File: config.mk
export PLATFORM = sky130hd
export DESIGN_NAME = patterner_gen
export DESIGN_NICKNAME = d
export VERILOG_FILES = /design/src/rtl/patterner_pkg.sv /design/src/rtl/patterner_chan.sv /design/src/rtl/patterner_gen.sv
export SDC_FILE = /design/constraint.sdc
export NUM_CORES = 1
export LEC_CHECK = 0
export ABC_CLOCK_PERIOD_IN_PS = 2800
export BUFFER_PORTS_ARGS = -buffer_cell sky130_fd_sc_hd__buf_2
export CAP_MARGIN = 20
export CORE_MARGIN = 2
export CORE_UTILIZATION = 40
export DETAILED_ROUTE_END_ITERATION = 6
export GPL_TIMING_DRIVEN = 0
export PLACE_DENSITY = 0.83
export SYNTH_ARGS = -nofsm -noshare
export SYNTH_HDL_FRONTEND = slang
export SYNTH_HIERARCHICAL = 1
export SYNTH_SLANG_ARGS = --single-unit
File: constraint.sdc
create_clock -name clk -period 2.8 [get_ports clk]
set_clock_uncertainty 0.15 [all_clocks]
set_input_delay 0.14 -clock clk [delete_from_list [all_inputs] [get_ports clk]]
set_output_delay 0.14 -clock clk [all_outputs]
set_load 0.05 [all_outputs]
File: src/rtl/patterner_pkg.sv
// Shared constants and helpers for the key-wire-group patterner.
package patterner_pkg;

  // trig_mode encodings
  localparam logic [1:0] TM_BOTH      = 2'd0;
  localparam logic [1:0] TM_KILL_COLL = 2'd1;
  localparam logic [1:0] TM_KILL_ACC  = 2'd2;
  localparam logic [1:0] TM_ACC_VETO  = 2'd3;

  // Upper bound on layer count accepted by popcount_layers.
  localparam int unsigned MAX_NLY = 32;

  // Count the layers that carry at least one masked hit.
  function automatic int unsigned popcount_layers(input logic [MAX_NLY-1:0] hits);
    int unsigned n;
    n = 32'd0;
    for (int i = 0; i < MAX_NLY; i++) begin
      n = n + {31'd0, hits[i]};
    end
    return n;
  endfunction

endpackage

File: src/rtl/patterner_chan.sv
// One pattern-type channel: envelope masking, layer count, saturating BX
// counter and retrigger dead-time. The supplied veto is folded into rv_o so
// that a vetoed trigger does not arm the dead-time.
module patterner_chan
  import patterner_pkg::*;
#(
  parameter int unsigned NLY  = 6,
  parameter int unsigned LYW  = 3,
  parameter int unsigned BXW  = 3,
  parameter int unsigned CNTW = 3,
  parameter int unsigned DTW  = 3
) (
  input  logic                clk,
  input  logic                rst_n,
  input  logic [NLY*LYW-1:0]  ly_i,
  input  logic [NLY*LYW-1:0]  mask_i,
  input  logic [BXW-1:0]      drifttime_i,
  input  logic [CNTW-1:0]     pretrig_i,
  input  logic [CNTW-1:0]     trig_i,
  input  logic [DTW-1:0]      dead_i,
  input  logic                kill_i,
  input  logic                veto_i,
  output logic                rv_o,
  output logic [CNTW-1:0]     sum_o
);

  localparam logic [BXW-1:0] BX_MAX = '1;

  logic [NLY-1:0]  hits_s;
  logic [CNTW-1:0] sum_s;
  logic            rv_s;
  logic [BXW-1:0]  bx_q, bx_d;
  logic [DTW-1:0]  dt_q, dt_d;

  // A layer counts as hit when any of its wires survives the envelope mask.
  always_comb begin
    hits_s = '0;
    for (int i = 0; i < NLY; i++) begin
      hits_s[i] = |(ly_i[i*LYW +: LYW] & mask_i[i*LYW +: LYW]);
    end
  end

  assign sum_s = CNTW'(popcount_layers(MAX_NLY'(hits_s)));

  // Trigger decision uses the BX count registered before this cycle's sum.
  // The pretrigger threshold also gates the trigger, so trig < pretrig
  // behaves as if trig equalled pretrig.
  always_comb begin
    rv_s = 1'b0;
    if (!kill_i && !veto_i && (dt_q == '0) && (bx_q == drifttime_i) &&
        (sum_s >= trig_i) && (sum_s >= pretrig_i)) begin
      rv_s = 1'b1;
    end else begin
      rv_s = 1'b0;
    end
  end

  // BX counter restarts whenever the pattern drops below pretrigger, saturates otherwise.
  always_comb begin
    bx_d = bx_q;
    if (kill_i || (sum_s < pretrig_i)) begin
      bx_d = '0;
    end else if (bx_q != BX_MAX) begin
      bx_d = bx_q + 1'b1;
    end else begin
      bx_d = bx_q;
    end
  end

  // Dead-time reloads on a trigger and counts down to zero otherwise.
  always_comb begin
    dt_d = dt_q;
    if (rv_s) begin
      dt_d = dead_i;
    end else if (dt_q != '0) begin
      dt_d = dt_q - 1'b1;
    end else begin
      dt_d = dt_q;
    end
  end

  // Counter state registers.
  always_ff @(posedge clk or negedge rst_n) begin
    if (!rst_n) begin
      bx_q <= '0;
      dt_q <= '0;
    end else begin
      bx_q <= bx_d;
      dt_q <= dt_d;
    end
  end

  assign rv_o  = rv_s;
  assign sum_o = sum_s;

endmodule

File: src/rtl/patterner_gen.sv
// Collision/accelerator patterner for one key wire group: two channels,
// trig_mode kill/veto logic and registered valid/quality outputs.
module patterner_gen
  import patterner_pkg::*;
#(
  parameter int unsigned NLY  = 6,
  parameter int unsigned LYW  = 3,
  parameter int unsigned BXW  = 3,
  parameter int unsigned CNTW = 3,
  parameter int unsigned QOFS = 3,
  parameter int unsigned DTW  = 3
) (
  input  logic               clk,
  input  logic               rst_n,
  input  logic [NLY*LYW-1:0] ly,
  input  logic [NLY*LYW-1:0] coll_mask,
  input  logic [NLY*LYW-1:0] acc_mask,
  input  logic [BXW-1:0]     drifttime,
  input  logic [CNTW-1:0]    pretrig,
  input  logic [CNTW-1:0]    trig,
  input  logic [CNTW-1:0]    acc_pretrig,
  input  logic [CNTW-1:0]    acc_trig,
  input  logic [1:0]         trig_mode,
  input  logic [DTW-1:0]     coll_dead,
  input  logic [DTW-1:0]     acc_dead,
  output logic               coll_v,
  output logic               acc_v,
  output logic [CNTW-1:0]    coll_q,
  output logic [CNTW-1:0]    acc_q
);

  localparam logic [CNTW-1:0] QOFS_C = CNTW'(QOFS);

  logic            kill_coll_s, kill_acc_s, veto_coll_s;
  logic            coll_rv_s, acc_rv_s;
  logic [CNTW-1:0] coll_sum_s, acc_sum_s;
  logic            coll_v_q, coll_v_d, acc_v_q, acc_v_d;
  logic [CNTW-1:0] coll_q_q, coll_q_d, acc_q_q, acc_q_d;

  assign kill_coll_s = (trig_mode == TM_KILL_COLL);
  assign kill_acc_s  = (trig_mode == TM_KILL_ACC);
  // Veto acts combinationally, so a mode change affects it in the same cycle.
  assign veto_coll_s = (trig_mode == TM_ACC_VETO) && acc_rv_s;

  patterner_chan #(
    .NLY(NLY), .LYW(LYW), .BXW(BXW), .CNTW(CNTW), .DTW(DTW)
  ) u_coll (
    .clk         (clk),
    .rst_n       (rst_n),
    .ly_i        (ly),
    .mask_i      (coll_mask),
    .drifttime_i (drifttime),
    .pretrig_i   (pretrig),
    .trig_i      (trig),
    .dead_i      (coll_dead),
    .kill_i      (kill_coll_s),
    .veto_i      (veto_coll_s),
    .rv_o        (coll_rv_s),
    .sum_o       (coll_sum_s)
  );

  patterner_chan #(
    .NLY(NLY), .LYW(LYW), .BXW(BXW), .CNTW(CNTW), .DTW(DTW)
  ) u_acc (
    .clk         (clk),
    .rst_n       (rst_n),
    .ly_i        (ly),
    .mask_i      (acc_mask),
    .drifttime_i (drifttime),
    .pretrig_i   (acc_pretrig),
    .trig_i      (acc_trig),
    .dead_i      (acc_dead),
    .kill_i      (kill_acc_s),
    .veto_i      (1'b0),
    .rv_o        (acc_rv_s),
    .sum_o       (acc_sum_s)
  );

  // Quality is the offset-corrected layer count, forced to 0 without a trigger.
  always_comb begin
    coll_v_d = coll_rv_s;
    acc_v_d  = acc_rv_s;
    coll_q_d = '0;
    acc_q_d  = '0;
    if (coll_rv_s && (coll_sum_s >= QOFS_C)) begin
      coll_q_d = coll_sum_s - QOFS_C;
    end else begin
      coll_q_d = '0;
    end
    if (acc_rv_s && (acc_sum_s >= QOFS_C)) begin
      acc_q_d = acc_sum_s - QOFS_C;
    end else begin
      acc_q_d = '0;
    end
  end

  // Output registers.
  always_ff @(posedge clk or negedge rst_n) begin
    if (!rst_n) begin
      coll_v_q <= 1'b0;
      acc_v_q  <= 1'b0;
      coll_q_q <= '0;
      acc_q_q  <= '0;
    end else begin
      coll_v_q <= coll_v_d;
      acc_v_q  <= acc_v_d;
      coll_q_q <= coll_q_d;
      acc_q_q  <= acc_q_d;
    end
  end

  assign coll_v = coll_v_q;
  assign acc_v  = acc_v_q;
  assign coll_q = coll_q_q;
  assign acc_q  = acc_q_q;

endmodule
# Word level (Yosys, flattened, before mapping)
# Index checks and enable logic that the tools add are counted.
[totals]
register_bits = 20
latchBits = 0
ramBits = 0
rom_bits = 0
input_bits = 79
out_inout_bits = 8
n_memories = 0
[classes]
n_addsub = 16
n_mul = 0
n_div = 0
order_cmp = 8
n_eq_ne = 7
shift = 0
muxes = 12
bitwise = 12
reduce_logical = 37
[ops]
columns = ["cell", "n"]
rows = [
  ["3-bit AND", 12],
  ["3-bit OR reduction", 12],
  ["3-bit two-way mux", 10],
  ["3-bit by 1-bit adder with 3-bit output", 8],
  ["3-bit greater-or-equal comparator", 4],
  ["1-bit logical AND", 12],
  ["2-bit nonzero test", 4],
  ["3-bit by 1-bit adder with 3-bit output (second input constant)", 2],
  ["3-bit == test", 2],
  ["3-bit by 2-bit greater-or-equal comparator with 1-bit output (second input constant)", 2],
  ["3-bit logical NOT", 2],
  ["3-bit less-than comparator", 2],
  ["3-bit inequality test (second input constant)", 2],
  ["3-bit nonzero test", 2],
  ["3-bit by 1-bit subtractor with 3-bit output (second input constant)", 2],
  ["3-bit by 2-bit subtractor with 3-bit output (second input constant)", 2],
  ["1-bit by 1-bit adder with 2-bit output", 2],
  ["2-bit == test (second input constant)", 2],
  ["1-bit logical NOT", 3],
  ["2-bit by 1-bit == test with 1-bit output (second input constant)", 1],
  ["1-bit logical OR", 2],
  ["1-bit two-way mux", 2],
]

# Longest topological paths before layout
# Gate-level depths: netlist (run 1).
[depth]
ltp_word = 21
ltp_mapped = 19

# Modules after synthesis
# Netlist (run 1), hierarchy kept.
[by_module_without_submodules]
columns = ["mod", "n_inst", "cells_per_inst", "area_each_um2"]
rows = [
  ["patterner_chan", 2, 71, 681.9],
  ["patterner_gen", 1, 28, 345.3],
]

# Least setup slack after synthesis (run 1)
# OpenSTA, ideal clock, no wires.
[synth_path]
kind = "input port to flip-flop"
startpoint = "input ly[3]"
endpoint = "register u_coll.dt_q[0]"
setup_time_ns = 0.128
arrival_time_ns = 4.260
required_ns = 2.522
slack_ns = -1.738
stages = 18
path_cell_list = "a222oi_1 fa_1 fa_1 inv_1 ha_1 inv_1 fa_1 inv_1 ha_1 nand2_1 o21ai_0 nand3_1 inv_1 and3_1 or4b_4 nor4_2 nand3_1 mux2_1"
[synth_between]
elab_chain_cells = 20
word_cells_on_any_way = 31
cone_classes = "add/sub (10); order compare (4); mux (3); bitwise (2); reduce/logical (12)"
[synth_lines]
columns = ["element", "line", "text"]
rows = [
  ["start: declaration", "patterner_gen.sv:15", "input logic [NLY*LYW-1:0] ly,"],
  ["3-bit AND *", "patterner_chan.sv:39", "hits_s[i] = |(ly_i[i*LYW +: LYW] & mask_i[i*LYW +: LYW]);"],
  ["3-bit OR reduction *", "patterner_chan.sv:39", ""],
  ["1-bit by 1-bit adder with 2-bit output *", "patterner_pkg.sv:18", "n = n + {31'd0, hits[i]};"],
  ["3-bit by 1-bit adder with 3-bit output * (4 in a row)", "patterner_pkg.sv:18", ""],
  ["via acc_sum_s[1]", "patterner_gen.sv:36", "logic [CNTW-1:0] coll_sum_s, acc_sum_s;"],
  ["3-bit greater-or-equal comparator", "patterner_chan.sv:51", "(sum_s >= trig_i) && (sum_s >= pretrig_i)) begin"],
  ["1-bit logical AND", "patterner_chan.sv:50", "if (!kill_i && !veto_i && (dt_q == '0) && (bx_q == drifttime_i) &&"],
  ["1-bit logical AND *", "patterner_chan.sv:51", ""],
  ["1-bit two-way mux *", "patterner_chan.sv:50", ""],
  ["via acc_rv_s", "patterner_gen.sv:35", "logic coll_rv_s, acc_rv_s;"],
  ["1-bit logical AND *", "patterner_gen.sv:43", "assign veto_coll_s = (trig_mode == TM_ACC_VETO) && acc_rv_s;"],
  ["via veto_coll_s", "patterner_gen.sv:34", "logic kill_coll_s, kill_acc_s, veto_coll_s;"],
  ["1-bit logical NOT *", "patterner_chan.sv:50", ""],
  ["1-bit logical AND * (4 in a row)", "patterner_chan.sv:50", ""],
  ["1-bit logical AND *", "patterner_chan.sv:51", ""],
  ["1-bit two-way mux *", "patterner_chan.sv:50", ""],
  ["3-bit two-way mux / 2-bit nonzero test (equally long branches)", "-", ""],
  ["end signal: assignment", "patterner_chan.sv:89", "dt_q <= dt_d;"],
  ["end: declaration", "patterner_chan.sv:33", "logic [DTW-1:0] dt_q, dt_d;"],
]
# Mark *: on every way through the listed nets, which the timed path passes. The rest lies on a longest branch.
# A chain may end at the register's enable or synchronous reset.

# Final worst setup path (run 1)
[layout_path]
startpoint = "input acc_mask[2]"
endpoint = "register u_coll.dt_q[1]"
[layout_between]
elab_chain_cells = 20
word_cells_on_any_way = 22
cone_classes = "add/sub (5); order compare (2); mux (3); bitwise (1); reduce/logical (11)"
[layout_lines]
columns = ["element", "line", "text"]
rows = [
  ["start: declaration", "patterner_gen.sv:17", "input logic [NLY*LYW-1:0] acc_mask,"],
  ["3-bit AND *", "patterner_chan.sv:39", ""],
  ["3-bit OR reduction *", "patterner_chan.sv:39", ""],
  ["1-bit by 1-bit adder with 2-bit output *", "patterner_pkg.sv:18", ""],
  ["3-bit by 1-bit adder with 3-bit output * (4 in a row)", "patterner_pkg.sv:18", ""],
  ["via acc_sum_s[1]", "patterner_gen.sv:36", ""],
  ["3-bit greater-or-equal comparator", "patterner_chan.sv:51", ""],
  ["1-bit logical AND", "patterner_chan.sv:50", ""],
  ["1-bit logical AND *", "patterner_chan.sv:51", ""],
  ["1-bit two-way mux *", "patterner_chan.sv:50", ""],
  ["via acc_rv_s", "patterner_gen.sv:35", ""],
  ["1-bit logical AND *", "patterner_gen.sv:43", ""],
  ["via veto_coll_s", "patterner_gen.sv:34", ""],
  ["1-bit logical NOT *", "patterner_chan.sv:50", ""],
  ["1-bit logical AND * (4 in a row)", "patterner_chan.sv:50", ""],
  ["1-bit logical AND *", "patterner_chan.sv:51", ""],
  ["1-bit two-way mux *", "patterner_chan.sv:50", ""],
  ["3-bit two-way mux / 2-bit nonzero test (equally long branches)", "-", ""],
]
# Marked as above.

==> results of run 1 <==
## logic make-up (layout without fill, tap and decap cells)
kind of cell / count (synthesis) / in the layout
simple gates: 41 / 41
fa+ha+maj: 32 / 32
compound gates: 30 / 30
buf+inv: 28 / 130
flops: 20 / 20
xor+xnor: 10 / 10
mux: 8 / 8
other cells: 1 / 1
## registers in the layout, indices dropped and copies added, names as in the netlist
register	flops
acc_q	3
coll_q	3
u_acc/bx_q	3
u_acc/dt_q	3
u_coll/bx_q	3
u_coll/dt_q	3
acc_v	1
coll_v	1
## layout by cell type (no fill, tap or decap), types with 5 or more instances in the layout
master	Yosys	final
a222oi_1	12	12
buf_2	0	79
buf_4	0	5
buf_6	0	7
dfrtp_1	20	20
dlygate4sd3_1	0	7
fa_1	6	5
ha_1	26	19
inv_1	28	21
inv_2	0	6
nor2_1	12	12
nor2b_1	10	9
xor2_1	8	8
## path summary, 6_finish.rpt
check | from | endpoint
min | acc_mask[8] | acc_q[0]
min reg2reg | u_acc/bx_q[2] | u_acc/bx_q[2]
max in group asynchronous | rst_n | u_coll/dt_q[2]
max reg2reg | u_acc/dt_q[0] | u_coll/dt_q[2]
max | acc_mask[2] | u_coll/dt_q[1]
min in group asynchronous | rst_n | u_acc/dt_q[1]
## what timing repair did
| item | 4_1_cts | 5_1_grt |
|---|---|---|
| gates resized for setup | 14 | 8 |
| endpoints found under the setup margin | 20 | 20 |
| hold endpoints to repair | 26 | 0 |
| hold buffers | 7 | 0 |
| pin swaps | 17 | 5 |
| buffers inserted | 4 | 1 |
## area by class of cell
| cell class | instances | share of cell area [%] |
|---|---|---|
| repair buffers | 98 | 22.8 |
| clock inverters | 1 | 1.18 |
| clock buffers | 3 | 1.62 |
| well taps | 50 | 2.45 |
| inverters | 28 | 4.22 |
| multi-input cells | 122 | 48.1 |
| flip-flops and latches | 20 | 19.6 |
## per-stage QoR
stage                     hold WS (ns)  setup WS, ns  std cells
after floorplan                 -0.306         -1.48        170
after global placement         -0.0372         -1.99        306
after CTS                        0.193         -1.49        321
after detailed placement       -0.0254         -1.99        306
after global routing             0.221         -1.70        322
final                            0.199         -1.53        322
## power by group
group / total [mW] / switching (mW) / leakage, nW / internal (mW)
Clock: 0.295 / 0.104 / 0.0357 / 0.191
Combinational: 1.07 / 0.518 / 1.09 / 0.553
Sequential: 0.425 / 0.0579 / 0.264 / 0.368
Total: 1.79 / 0.680 / 1.39 / 1.11
## per-layer routing
layer / routed length, um / share of wire, % / vias to the layer above / track usage, %
met4: 53 / 1.2 / 0 / 6.54
met1: 1640 / 38 / 773 / 18.3
met3: 384 / 8.9 / 6 / 4.51
met5: 0 / 0 / - / 0
met2: 2230 / 52 / 73 / 36.0
li1: - / - / 807 / -
## critical path: cells and delay by family
family          cells  cell delay [ns]
mux                 1             0.33
fa+ha+maj           5             1.84
simple gates        5             1.07
buf+inv             5             0.32
compound gates      3             0.63
==> flow_summary.ini, run 1 <==
[synthesis]
synth.area.mux_share_pct = 4.98
synthTopCellsByArea = dfrtp_1, ha_1, a222oi_1, fa_1, inv_1
synth_edf_count = 0
yosys_warnings = 6
synthSimpleGateAreaFrac_pct = 14.3
ys_types = 25
syn_avg_cell_area_um2 = 10.1
yosys.area.top_type_share_pct = 29.3
syn_inst = 170
yosys.area.top_type = dfrtp_1
synthXorXnorAreaFrac_pct = 5.12
synthTopCellsByCount = inv_1, ha_1, dfrtp_1
synth.most_common_cell = inv_1
ys_seq_area_share_pct = 29.3
synth-main-ff-cell = dfrtp_1
syn_nets = 281
synthArstFlopShare_pct = 100
synth_top_family_by_area = adder cells
syn-cell-area_um2 = 1710
synth-adder-area-share_pct = 26.1
synth_compound_area_share_pct = 13.9
ys_seq_elements = 20

[final_layout]
n_antenna_cell = 0
fillerInstances = 344
layout.nets = 384
areaGrowthSynthToFinish_pct = 49.3
design_area_um2 = 2550
regArea_um2 = 500
multiInputGateArea_um2 = 1230
layout-drive-gt1-share_pct = 47.4
final_core_util_pct = 62.9

[hold_path]
hold_path.class = primary input to flip-flop
hold_depth = 5

[setup_path]
cp_slowest_cell = fa_2
reg2reg_setup_slack_ns = 0.07
path_cells = buf_2, a222oi_1, fa_1, fa_1, inv_1, ha_2, inv_2, fa_2, inv_4, ha_4, a21oi_2, o21ai_2, nand3_2, inv_2, and3_4, or4b_4, nor4_4, nand3_2, mux2_4
cp_max_fo = 3
crit_path_start_kind = primary input
rr_worst_depth = 12
cp.required_ns = 2.80
path_class = primary input to flip-flop
max_stage_delay_ns = 0.55
crit_path_end_kind = flip-flop
worstPathArrival_ns = 4.33

[die]
start_util_pct = 42.1
fp.dieW_um = 69.4
coreArea_um2 = 4060
pin_count = 87
core.rowCount = 23
die_area_um2 = 4810
die_h_um = 69.4

[clocking]
clock_path_buffers = 2
htree_levels = 1
numCtsBuffers = 3
cts.clk_slew.worst_paths_ns = 0.08
cts_num_sinks = 20
clkLatencyLatePin_ns = 0.26
cts_tree = built
root_buffer = clkbuf_8

[global_routing]
antenna_found_initial = 0
grt_overflow = 0
grt_usage_pct = 18.3
grt_max_degree = 21
grt_pass1_vias = 1761
grt_pass1_wl_um = 7160

[route]
dr.pass1.iters = 4
drt_wl_total_um = 4310
route.detailed.drc = 0
wl_per_cell_um = 13.4
via_per_inst = 5.15
final_antenna_net_count = 0
drtIter0Drc = 103
via_count = 1659

[run_status]
failed_checks = negative setup slack
status = complete, but fails checks

[power_and_ir_drop]
power.total_mw = 1.79
power_density_nw_per_um2 = 702
leakage_nw = 1.39
ir_drop_mv = 0.294

[sta]
tns_ns = -16.97
max_freq_mhz = 231
min_period_ns = 4.33
setup_violations = 20
min_period_over_period_pct = 154
hold_viol_final = 0
rsz0062_at_grt = true
slew_viol_final = 0
worst_slack_ns = -1.53

[place]
port_buffers = 86
gp_congestion = 0.832
dpl.hpwl_um = 3490
placedInstanceArea_um2 = 2270

[flow_run]
cap_violations = 0
(Power assumes the default switching activity.)
==> run 2, diff against run 1 <==
- CELL_PAD_IN_SITES_DETAIL_PLACEMENT: not set -> 0
- CELL_PAD_IN_SITES_GLOBAL_PLACEMENT: not set -> 1
- CORE_UTILIZATION: 40 -> 30
- PLACE_DENSITY: 0.83 -> 0.85
==> run 2 against run 1 <==
Against the previous run: the flow still finishes with violations (negative setup slack); design area is 2.4% higher; sequential cell count stayed put; clock power hardly changed; cell count is 7.8% higher; worst setup slack worse by 0.0045 ns; largest cell class unchanged.
==> flow_summary.ini, run 2 (synthesis results as in run 1) <==
[run_status]
failed_checks = negative setup slack
status = complete, but fails checks

[sta]
min_period_over_period_pct = 155
setup_violations = 20
max_freq_mhz = 231
rsz0062_at_grt = true
slew_headroom_pct = 64.2
slew_viol_final = 0
worst_slack_ns = -1.53
min_period_ns = 4.33
hold_viol_final = 0
worstMarginPinSlew_ns = 0.537

[clocking]
clock_path_buffers = 2
cts.clk_slew.worst_paths_ns = 0.09
cts_num_sinks = 20
numCtsBuffers = 3
root_buffer = clkbuf_8
htree_levels = 1
cts_tree = built
clkLatencyLatePin_ns = 0.26

[power_and_ir_drop]
leakage_nw = 1.41
ir_drop_mv = 0.308
switching_power_mw = 0.667
p_int_mw = 1.11
p_comb_share_pct = 59.5
power.total_mw = 1.78
power_density_nw_per_um2 = 680
p_seq_share_pct = 23.8
p_clk_share_pct = 16.7
swShare_pct = 37.5

[setup_path]
regToRegStartpoint = u_acc/dt_q[0]
cp.required_ns = 2.80
cp_max_fo = 3
crit_path_start_kind = primary input
cp-startpoint = ly[2]
path_class = primary input to flip-flop
crit_path_end_kind = flip-flop
worstPathArrival_ns = 4.33

[route]
final_antenna_net_count = 0
drt_wl_total_um = 4480
drtIter0Drc = 48
route.detailed.drc = 0
dr.pass1.iters = 4
wl_per_cell_um = 12.9
via_per_inst = 4.80
via_count = 1666

[place]
dpl.hpwl_um = 3740
gp_congestion = 0.751
port_buffers = 86

[die]
pin_count = 87
start_util_pct = 31.0
core.rowCount = 27
die_h_um = 79.5
coreArea_um2 = 5510
die_area_um2 = 6320
fp.dieW_um = 79.5

[final_layout]
n_antenna_cell = 0
mostFrequentLayoutCells = buf_2, inv_1, dfrtp_1
final_core_util_pct = 47.5
layout.nets = 387
areaGrowthSynthToFinish_pct = 52.9
final_common_cell = buf_2
layout-drive-gt1-share_pct = 48.4

[global_routing]
grt_usage_pct = 14.6
grt_pass1_vias = 1721
grt_overflow = 0
grt_pass1_wl_um = 7120
grt_max_degree = 21
antenna_found_initial = 0

[hold_path]
hold_path.class = primary input to flip-flop
min_from = trig_mode[1]

[flow_run]
cap_violations = 0
## run 2: cell count changes in the layout (fill, tap and decap cells not counted)
cell     previous run  this run
buf_4               5         6
nor2b_4             1         2
nor3b_4             0         1
inv_2               6         5
buf_2              79        81
inv_4               1         2
nor3b_2             2         1
nor2b_1             9         8
## run 2: cell type report
class / instances / area [um2]
Clock buffer: 3 / 41.3
Clock inverter: 1 / 30.0
Fill cell: 547 / 2890
Inverter: 28 / 110
Multi-Input combinational cell: 122 / 1240
Sequential cell: 20 / 500
Tap cell: 72 / 90.1
Timing Repair Buffer: 101 / 599
## run 2: critical path: stages
cell	delay, ns
buf_6	0.09
a222oi_1	0.45
fa_1	0.52
fa_1	0.45
inv_1	0.07
ha_2	0.16
inv_2	0.04
fa_2	0.55
inv_4	0.06
ha_4	0.15
a21oi_2	0.13
o21ai_2	0.09
nand3_2	0.11
inv_4	0.04
and3_4	0.14
or4b_4	0.49
nor4_4	0.17
nand3_2	0.16
mux2_4	0.32
## run 2: metal layers
metal	part of all wire, %	GRT usage, %	vias to the layer above
li1	-	-	813
met1	34	12.9	775
met2	53	30.1	74
met3	12	4.98	4
met4	0.98	4.66	0
met5	0	0	-
## run 2: power by group through the flow
stage               Combinational [mW]  Sequential (mW)  Clock (mW)
floorplan                        0.722            0.421           0
CTS                               1.03            0.424       0.306
global route                      1.21            0.433       0.318
detailed placement               0.930            0.430           0
finish                            1.06            0.423       0.297
global placement                 0.897            0.425           0
## run 2: path summary, 6_finish.rpt
kind,end,slack (ns),cells past startpoint
worst max-delay path,u_coll/dt_q[1],-1.53,19
max in group asynchronous,coll_v,1.94,2
worst max register to register,u_coll/dt_q[2],-0.03,12
worst min-delay path,u_coll/bx_q[1],0.20,4
worst min register to register,u_acc/bx_q[1],0.44,2
min in group asynchronous,acc_q[0],0.21,2
## run 2: stage by stage
stage | setup slack (ns) | hold slack, ns | cell area (um2) | instances | TNS [ns]
2_1_floorplan | -1.48 | -0.306 | 1780 | 170 | -16.13
3_3_place_gp | -2.07 | -0.0221 | 2300 | 328 | -26.06
3_5_place_dp | -2.09 | -0.0119 | 2300 | 328 | -26.12
4_1_cts | -1.70 | 0.194 | 2560 | 346 | -19.32
5_1_grt | -1.68 | 0.219 | 2610 | 347 | -20.81
6_report | -1.53 | 0.199 | 2610 | 347 | -17.87
## run 2: repair_timing
item	in CTS	in global routing
hold buffers	7	0
endpoints found under the hold margin	26	0
setup buffers	7	2
gates cloned	0	0
pin swaps	24	17
resized for setup	15	9
setup endpoints to repair	20	20
